==> src/rtl/sample_mul_share_arb_if.sv <==
// sample_mul_share_arb_if: requester and response bus of the shared-multiplier arbiter
interface sample_mul_share_arb_if #(
    parameter int NUM_REQ = 4,
    parameter int DATA_W  = 11,
    parameter int ID_W    = $clog2(NUM_REQ)
);
    logic [NUM_REQ-1:0]        req_valid;
    logic [NUM_REQ-1:0]        req_ready;
    logic [NUM_REQ*DATA_W-1:0] req_a;
    logic [NUM_REQ*DATA_W-1:0] req_b;
    logic [NUM_REQ-1:0]        rsp_valid;
    logic [ID_W-1:0]           rsp_id;
    logic [DATA_W-1:0]         rsp_p;
    logic                      rsp_ready;
    modport master (output req_valid, req_a, req_b, rsp_ready, input req_ready, rsp_valid, rsp_id, rsp_p);
    modport slave  (input req_valid, req_a, req_b, rsp_ready, output req_ready, rsp_valid, rsp_id, rsp_p);
endinterface

==> src/rtl/sample_mul_share_arb.sv <==
// sample_mul_share_arb: round-robin sharing of one pipelined signed multiplier with tag return
module sample_mul_share_arb #(
    parameter int NUM_REQ = 4,
    parameter int DATA_W  = 11,
    parameter int MUL_LAT = 2,
    parameter int ID_W    = $clog2(NUM_REQ)
) (
    input  logic                         clk,
    input  logic                         reset,
    sample_mul_share_arb_if.slave        bus,
    output logic                         mul_ce,
    output logic [DATA_W-1:0]            mul_din0,
    output logic [DATA_W-1:0]            mul_din1,
    input  logic [DATA_W-1:0]            mul_dout,
    output logic [$clog2(MUL_LAT+1)-1:0] inflight
);
    localparam int IW = $clog2(MUL_LAT + 1);
    logic [ID_W-1:0]    ptr, gid, cand;
    logic               hs, stall;
    logic [MUL_LAT-1:0] tv;
    logic [ID_W-1:0]    tid [MUL_LAT];

    // only an unaccepted response freezes the pipe; reset keeps it flowing
    assign stall  = |bus.rsp_valid & ~bus.rsp_ready & ~reset;
    assign mul_ce = ~stall;

    // round-robin search starting just past the last winner, operands muxed from the winner
    always_comb begin
        hs = 1'b0;
        gid = '0;
        cand = '0;
        mul_din0 = '0;
        mul_din1 = '0;
        for (int k = 1; k <= NUM_REQ; k++) begin
            cand = ID_W'((int'(ptr) + k) % NUM_REQ);
            if (!hs && !stall && !reset && bus.req_valid[cand]) begin
                hs = 1'b1;
                gid = cand;
            end
        end
        for (int i = 0; i < NUM_REQ; i++)
            if (hs && gid == ID_W'(i)) begin
                mul_din0 = bus.req_a[i*DATA_W +: DATA_W];
                mul_din1 = bus.req_b[i*DATA_W +: DATA_W];
            end
        bus.req_ready = NUM_REQ'(hs) << gid;
    end

    // tag valids and pointer advance together with the multiplier
    always_ff @(posedge clk)
        if (reset) begin
            ptr <= ID_W'(NUM_REQ - 1);
            tv  <= '0;
        end else if (mul_ce) begin
            tv <= MUL_LAT'({tv, hs});
            if (hs)
                ptr <= gid;
        end

    // tag ids need no reset since their valid bits mask them
    always_ff @(posedge clk)
        if (mul_ce) begin
            tid[0] <= gid;
            for (int k = MUL_LAT - 1; k >= 1; k--)
                tid[k] <= tid[k-1];
        end

    assign bus.rsp_valid = NUM_REQ'(tv[MUL_LAT-1]) << tid[MUL_LAT-1];
    assign bus.rsp_id    = tv[MUL_LAT-1] ? tid[MUL_LAT-1] : '0;
    assign bus.rsp_p     = mul_dout;
    assign inflight      = IW'($countones(tv));
endmodule

==> src/flat_wrapper.sv <==
// flat-port wrapper written by rule: the top's interface ports become plain ports
module sample_mul_share_arb_flat 
#(
    parameter int NUM_REQ = 4,
    parameter int DATA_W  = 11,
    parameter int MUL_LAT = 2,
    parameter int ID_W    = $clog2(NUM_REQ)
)
  (clk, reset, mul_ce, mul_din0, mul_din1, mul_dout, inflight, bus_req_valid, bus_req_a, bus_req_b, bus_rsp_ready, bus_req_ready, bus_rsp_valid, bus_rsp_id, bus_rsp_p);
  sample_mul_share_arb_if #(.NUM_REQ(NUM_REQ), .DATA_W(DATA_W), .ID_W(ID_W)) bus_i ();
  input  logic clk;
  input  logic reset;
  output logic mul_ce;
  output logic [DATA_W-1:0] mul_din0;
  output logic [DATA_W-1:0] mul_din1;
  input  logic [DATA_W-1:0] mul_dout;
  output logic [$clog2(MUL_LAT+1)-1:0] inflight;
  input wire logic [$bits(bus_i.req_valid)-1:0] bus_req_valid;
  input wire logic [$bits(bus_i.req_a)-1:0] bus_req_a;
  input wire logic [$bits(bus_i.req_b)-1:0] bus_req_b;
  input wire logic [$bits(bus_i.rsp_ready)-1:0] bus_rsp_ready;
  output wire logic [$bits(bus_i.req_ready)-1:0] bus_req_ready;
  output wire logic [$bits(bus_i.rsp_valid)-1:0] bus_rsp_valid;
  output wire logic [$bits(bus_i.rsp_id)-1:0] bus_rsp_id;
  output wire logic [$bits(bus_i.rsp_p)-1:0] bus_rsp_p;
  assign bus_i.req_valid = bus_req_valid;
  assign bus_i.req_a = bus_req_a;
  assign bus_i.req_b = bus_req_b;
  assign bus_i.rsp_ready = bus_rsp_ready;
  assign bus_req_ready = bus_i.req_ready;
  assign bus_rsp_valid = bus_i.rsp_valid;
  assign bus_rsp_id = bus_i.rsp_id;
  assign bus_rsp_p = bus_i.rsp_p;
  sample_mul_share_arb #(.NUM_REQ(NUM_REQ), .DATA_W(DATA_W), .MUL_LAT(MUL_LAT), .ID_W(ID_W)) u_core (.clk(clk), .reset(reset), .bus(bus_i), .mul_ce(mul_ce), .mul_din0(mul_din0), .mul_din1(mul_din1), .mul_dout(mul_dout), .inflight(inflight));
endmodule
==> config.mk <==
export PLATFORM = sky130hd
export DESIGN_NAME = sample_mul_share_arb_flat
export DESIGN_NICKNAME = d
export VERILOG_FILES = /design/src/rtl/sample_mul_share_arb_if.sv /design/src/rtl/sample_mul_share_arb.sv /design/src/flat_wrapper.sv
export SDC_FILE = /design/constraint.sdc
export NUM_CORES = 1
export LEC_CHECK = 0
export BUFFER_PORTS_ARGS = -buffer_cell sky130_fd_sc_hd__buf_2
export CAP_MARGIN = 20
export CORE_UTILIZATION = 35
export CTS_CLUSTER_DIAMETER = 150
export DETAILED_ROUTE_END_ITERATION = 16
export HOLD_SLACK_MARGIN = 0.1
export MAX_ROUTING_LAYER = met4
export PLACE_DENSITY_LB_ADDON = 0.05
export SLEW_MARGIN = 20
export SYNTH_ARGS = -nofsm -noshare
export SYNTH_HDL_FRONTEND = slang
export SYNTH_SLANG_ARGS = --single-unit
==> constraint.sdc <==
create_clock -name clk -period 2.41 [get_ports clk]
set_input_delay 0.3615 -clock clk [delete_from_list [all_inputs] [get_ports clk]]
set_output_delay 0.3615 -clock clk [all_outputs]
set_load 0.01 [all_outputs]
-- Word level (Yosys, flattened, before mapping)
Memory sizes are Yosys's and may differ from the RTL's.
Index checks and enable logic that the tools add are counted.
- RAM bits: 4
- bits in latches: 0
- bits of input ports: 106
- word-level logic and storage cells: 71
- ROM bits: 0
- memories: 1
- bits in registers: 4
- div/mod/pow operators: 0
- eq/ne operators: 3
- magnitude comparators: 4
- add/subtract/negate cells: 5
- reduce and logical (&&, ||, !) cells: 23
- bitwise logic cells: 5
- shift operators: 2
- $mul: 0
- mux-type cells: 26
- memories (memory ; depth ; width ; rd ports ; clocked after Yosys merged registers in ; write ports ; line ; source):
    u_core.tid ; 2 ; 2 ; 2 ; 0 ; 2 ; sample_mul_share_arb.sv:21 ; logic [ID_W-1:0] tid [MUL_LAT];
- operator list (cell ; number):
    $mux W11 ; 8
    $logic_and A1 B1 Y1 ; 15
    $lt A2 B3 Y1 const B ; 4
    $mux W2 ; 5
    $mux W1 ; 9
    $bmux W1 S2 ; 4
    $shl A1 B2 Y4 ; 2
    $logic_not A1 Y1 ; 5
    $add A2 B1 Y2 const B ; 2
    $add A2 B2 Y2 const B ; 2
    $eq A2 B2 Y1 const B ; 2
    $reduce_or A4 Y1 ; 1
    $not A1 Y1 ; 3
    $add A1 B1 Y2 ; 1
    $and A1 B1 Y1 ; 2
    $eq A2 B1 Y1 const B ; 1
    $logic_not A2 Y1 ; 1
    $reduce_and A2 Y1 ; 1

-- Logic depth before layout (Yosys ltp)
- depth in word-level cells: 29
- gate-level depth with buffers: 9
- depth with buffers taken out: 6

-- Worst setup path before layout
OpenSTA, ideal clock, no wires.
- path kind: input-to-output
- start point: input bus_req_valid[3]
- end point: output mul_din0[2]
- data arrival time: 1.659 ns
- required time: 2.049 ns
- path buffers: 2
- setup slack: 0.390 ns
- stages: 7
- path through: buf_4 inv_1 a311o_1 a311oi_4 buf_2 nand2_1 o21ai_1
- cells in the longest elaborated chain, start to end: 25
- elaborated cells on any way between the ends: 41
- ends and longest elaborated chain (item ; line ; source):
    start, declared ; flat_wrapper.sv:18 ; input wire logic [$bits(bus_i.req_valid)-1:0] bus_req_valid;
    $bmux W1 S2 ; sample_mul_share_arb.sv:36 ; if (!hs && !stall && !reset && bus.req_valid[cand]) begin
    $mux W1 (not written as such) ; sample_mul_share_arb.sv:36 ;
    $logic_and A1 B1 Y1 ; sample_mul_share_arb.sv:36 ;
    $mux W1 ; sample_mul_share_arb.sv:36 ;
    $logic_not A1 Y1 ; sample_mul_share_arb.sv:36 ;
    $logic_and A1 B1 Y1 (3 in series) ; sample_mul_share_arb.sv:36 ;
    $mux W1 ; sample_mul_share_arb.sv:36 ;
    $logic_not A1 Y1 ; sample_mul_share_arb.sv:36 ;
    $logic_and A1 B1 Y1 (3 in series) ; sample_mul_share_arb.sv:36 ;
    $mux W1 ; sample_mul_share_arb.sv:36 ;
    $logic_not A1 Y1 ; sample_mul_share_arb.sv:36 ;
    $logic_and A1 B1 Y1 (3 in series) ; sample_mul_share_arb.sv:36 ;
    $mux W2 ; sample_mul_share_arb.sv:36 ;
    $logic_not A2 Y1 ; sample_mul_share_arb.sv:42 ; if (hs && gid == ID_W'(i)) begin
    $logic_and A1 B1 Y1 ; sample_mul_share_arb.sv:42 ;
    $mux W11 (3 in series) ; sample_mul_share_arb.sv:42 ;
    $mux W11 (*) ; sample_mul_share_arb.sv:42 ;
    end, declared ; flat_wrapper.sv:14 ; output logic [DATA_W-1:0] mul_din0;
Every way passes the cells marked *; elsewhere a longest branch is shown, timed or not. The select of a mux whose other input is x is not followed.

-- Worst setup path in the final report
- start point: register u_core.ptr[1]
- end point: output mul_din0[7]
- cells in the longest elaborated chain, start to end: 26
- elaborated cells on any way between the ends: 45
- ends and longest elaborated chain (item ; line ; source):
    start, declared ; sample_mul_share_arb.sv:18 ; logic [ID_W-1:0] ptr, gid, cand;
    start signal, assigned ; sample_mul_share_arb.sv:52 ; ptr <= ID_W'(NUM_REQ - 1);
    start signal, assigned ; sample_mul_share_arb.sv:57 ; ptr <= gid;
    $add A2 B1 Y2 ; sample_mul_share_arb.sv:35 ; cand = ID_W'((int'(ptr) + k) % NUM_REQ);
    $bmux W1 S2 ; sample_mul_share_arb.sv:36 ;
    $mux W1 (not written as such) ; sample_mul_share_arb.sv:36 ;
    $logic_and A1 B1 Y1 ; sample_mul_share_arb.sv:36 ;
    $mux W1 ; sample_mul_share_arb.sv:36 ;
    $logic_not A1 Y1 ; sample_mul_share_arb.sv:36 ;
    $logic_and A1 B1 Y1 (3 in series) ; sample_mul_share_arb.sv:36 ;
    $mux W1 ; sample_mul_share_arb.sv:36 ;
    (+4 left out) ; - ;
    $mux W1 ; sample_mul_share_arb.sv:36 ;
    $logic_not A1 Y1 ; sample_mul_share_arb.sv:36 ;
    $logic_and A1 B1 Y1 (3 in series) ; sample_mul_share_arb.sv:36 ;
    $mux W2 ; sample_mul_share_arb.sv:36 ;
    $logic_not A2 Y1 ; sample_mul_share_arb.sv:42 ;
    $logic_and A1 B1 Y1 ; sample_mul_share_arb.sv:42 ;
    $mux W11 (3 in series) ; sample_mul_share_arb.sv:42 ;
    $mux W11 (*) ; sample_mul_share_arb.sv:42 ;
Marked as above.

==> summary.txt <==
Route
  – Via Count: 1790
  – Via/cell ratio: 5.10
  – Post-DRT Antenna Nets: 0
  – Wire length per cell: 13.6 um
  – DRC Markers: 0
  – DRT Pass-1 Iters: 4
  – WL final: 4.76 mm
  – Starting DRT DRC Count: 15

STA
  – Final worst clock skew: 0.350 ps
  – Max Transition Viols Final: 0
  – Fmax: 434 MHz
  – Final TNS setup: 0 ps
  – Period Utilization, post-route: 0.957
  – Slew margin rel.: 0.690
  – Setup Viol. Count Final: 0
  – Final hold vios: 0
  – Final min period: 2310 ps
  – Worst Tran Pin Value: 462 ps

Layout
  – Post-route insts no fill: 351
  – Post-route cell area: 2120 um^2
  – Final core occ: 0.565
  – Final net count: 411
  – Area delta synth->final: 51.7%
  – Commonest cells after routing, fill and taps aside: buf_2, nor2_1, nand2_1, o21ai_1, a221oi_2
  – Layout cells sized above 1: 0.578
  – Commonest non-fill, non-tap cell in the layout: buf_2
  – Antenna diodes: 0

Worst setup path
  – Crit-path cells: nor2b_1, a311o_1, a311oi_4, buf_6, clkbuf_16, nand2_1, o21ai_1, buf_2
  – Critical path buffer and inverter count: 3
  – Worst-path maximum fanout: 12
  – Critical Path Source: u_core.ptr[1]
  – Slowest-stage cell, CP: a311o_1
  – CP endpoint kind: output port
  – Worst Setup Path Type: flop to output port
  – Crit path launch type: flop
  – RR Startpoint: u_core.ptr[1]
  – CP Data Arrival Time: 1940 ps
  – Worst path max stage delay: 400 ps
  – Worst endpoint required time: 2050 ps
  – Cell family with most CP delay: compound AO/OA/AOI/OAI gates

GRT
  – Vias in the first global route: 1585
  – GRT Total Usage: 0.217
  – Initial antenna violation count: 0
  – Total gr overflow: 0
  – Largest net degree at the start of global routing: 25
  – First-pass GRT wire length: 7.11 mm

Clocking
  – H-tree levels: 1
  – Clock sinks: 8
  – CTS Buffer Depth: 2
  – Clock-pin slew on the worst setup and hold paths: 40 ps
  – Total CTS buffers: 3
  – CTS tree: done
  – Hold Buf Count CTS: 0
  – CTS Root Cell: clkbuf_8
  – Clock latency on the worst-skew pair: 230 ps

Pwr
  – Cell Pwr Density: 441 nW/um^2
  – Overall power: 933 uW
  – Leakage power: 0.00106 uW
  – Peak VDD IR: 0.000202 V

Synth
  – Synth Cell Area: 1400 um^2
  – Yosys reg bits: 8
  – Yosys warns: 0
  – Syn Inst Count: 187
  – EDFF count, synth: 4
  – Register area share after synthesis: 0.143
  – Post-synth net total: 294
  – Top_reg_cell synth: edfxtp_1
  – Synth unique cells: 42
  – Async set-reset flop share out of synthesis: 0
  – Syn_area_per_cell: 7.46 um^2

Floorplan
  – Die Wd: 65.1 um
  – Die Y: 65.1 um
  – Core ar.: 3740 um^2
  – Row cnt: 22
  – Die ar.: 4240 um^2
  – Initial core utilization: 0.373
  – I/O pin count: 152

Hold path
  – Hold Path Origin: u_core.tid[0][0]
  – Hold crit path type: flop to flop

Placed design
  – # port buffers: 129
  – DP HPWL: 3.57 mm
  – Placed instance area: 1990 um^2
  – Placed instance count: 345
  – RePlAce Congestion: 0.789

Outcome
  – Outcome: completed

Flow run
  – Max-cap violations: 0
==> synth_stat cells (2+ instances only) <==
master	n	area, um^2
nand2b_1	2	12.5
and3_1	2	12.5
buf_12	2	40.0
inv_1	3	11.3
nor3_1	2	10.0
a221oi_1	9	78.8
o21ai_1	20	100
nor2_1	31	116
dfxtp_1	4	80.1
buf_4	18	135
nand2_1	27	101
and2_1	2	12.5
a21oi_1	5	25.0
nor2b_1	5	31.3
a221oi_2	13	195
o22ai_1	2	12.5
nor3b_1	2	15.0
buf_2	6	30.0
edfxtp_1	4	120
or2_2	2	12.5
o21bai_1	2	15.0
o21ai_0	4	20.0
==> through the flow <==
stage	setup WS, ps	hold WS, ps
2_1_floorplan	390	400
3_3_place_gp	235	403
3_5_place_dp	218	409
4_1_cts	0.284	419
5_1_grt	-4.79	438
6_report	104	423
==> per-layer routing <==
| metal | GRT usage | wire (um) | up-vias |
|---|---|---|---|
| met5 | - | 0 | - |
| met4 | 0.0571 | 38 | 0 |
| met3 | 0.0243 | 423 | 4 |
| met2 | 0.404 | 2420 | 100 |
| met1 | 0.245 | 1880 | 784 |
| li1 | - | - | 902 |
==> worst register-to-register path: cells and delay by family (launching register included) <==
family / cells / cell delay (ps)
buf+inv: 2 / 310
simple gates: 2 / 460
compound gates: 3 / 680
flops: 1 / 370
==> power breakdown <==
group | leakage (uW) | internal, uW | switching, uW | total, uW
registers | 0.0000799 | 169 | 21.5 | 191
logic | 0.000958 | 284 | 287 | 570
clock network | 0.0000228 | 115 | 56.5 | 171
==> timing repair <==
item	4_1_cts	5_1_grt
resized for setup	0	11
buffers inserted	0	1
endpoints found under the setup margin	0	22
==> cell type report <==
type / count / area (um^2)
repair buffers: 141 / 795
inverters: 4 / 27.5
clock buffers: 4 / 45.0
well taps: 48 / 60.1
flip-flops and latches: 8 / 205
fillers: 360 / 1630
multi-input cells: 146 / 983
==> worst paths after layout <==
kind              cells past startpoint  slack (ps)          endpoint
setup reg to reg                      7         460     u_core.ptr[1]
setup / recovery                      8         100       mul_din0[7]
hold reg to reg                       0         420  u_core.tid[0][2]
hold / removal                        0         420  u_core.tid[0][2]
==> cell families (layout without fill, tap and decap cells) <==
| kind of cell | count (synthesis) | count (layout) | share of synthesized area |
|---|---|---|---|
| flip-flops | 8 | 8 | 0.144 |
| adder cells (fa/ha/maj) | 1 | 1 | 0.00897 |
| AO/OA/AOI/OAI | 66 | 66 | 0.398 |
| AND/OR/NAND/NOR | 79 | 79 | 0.268 |
| buffers and inverters | 33 | 149 | 0.181 |
==> state kept, by name, summed over array words and instances, names as in the netlist <==
register and count:
u_core.tid 4, u_core.tv 2, u_core.ptr 2
Power figures use the tool's default switching activity.
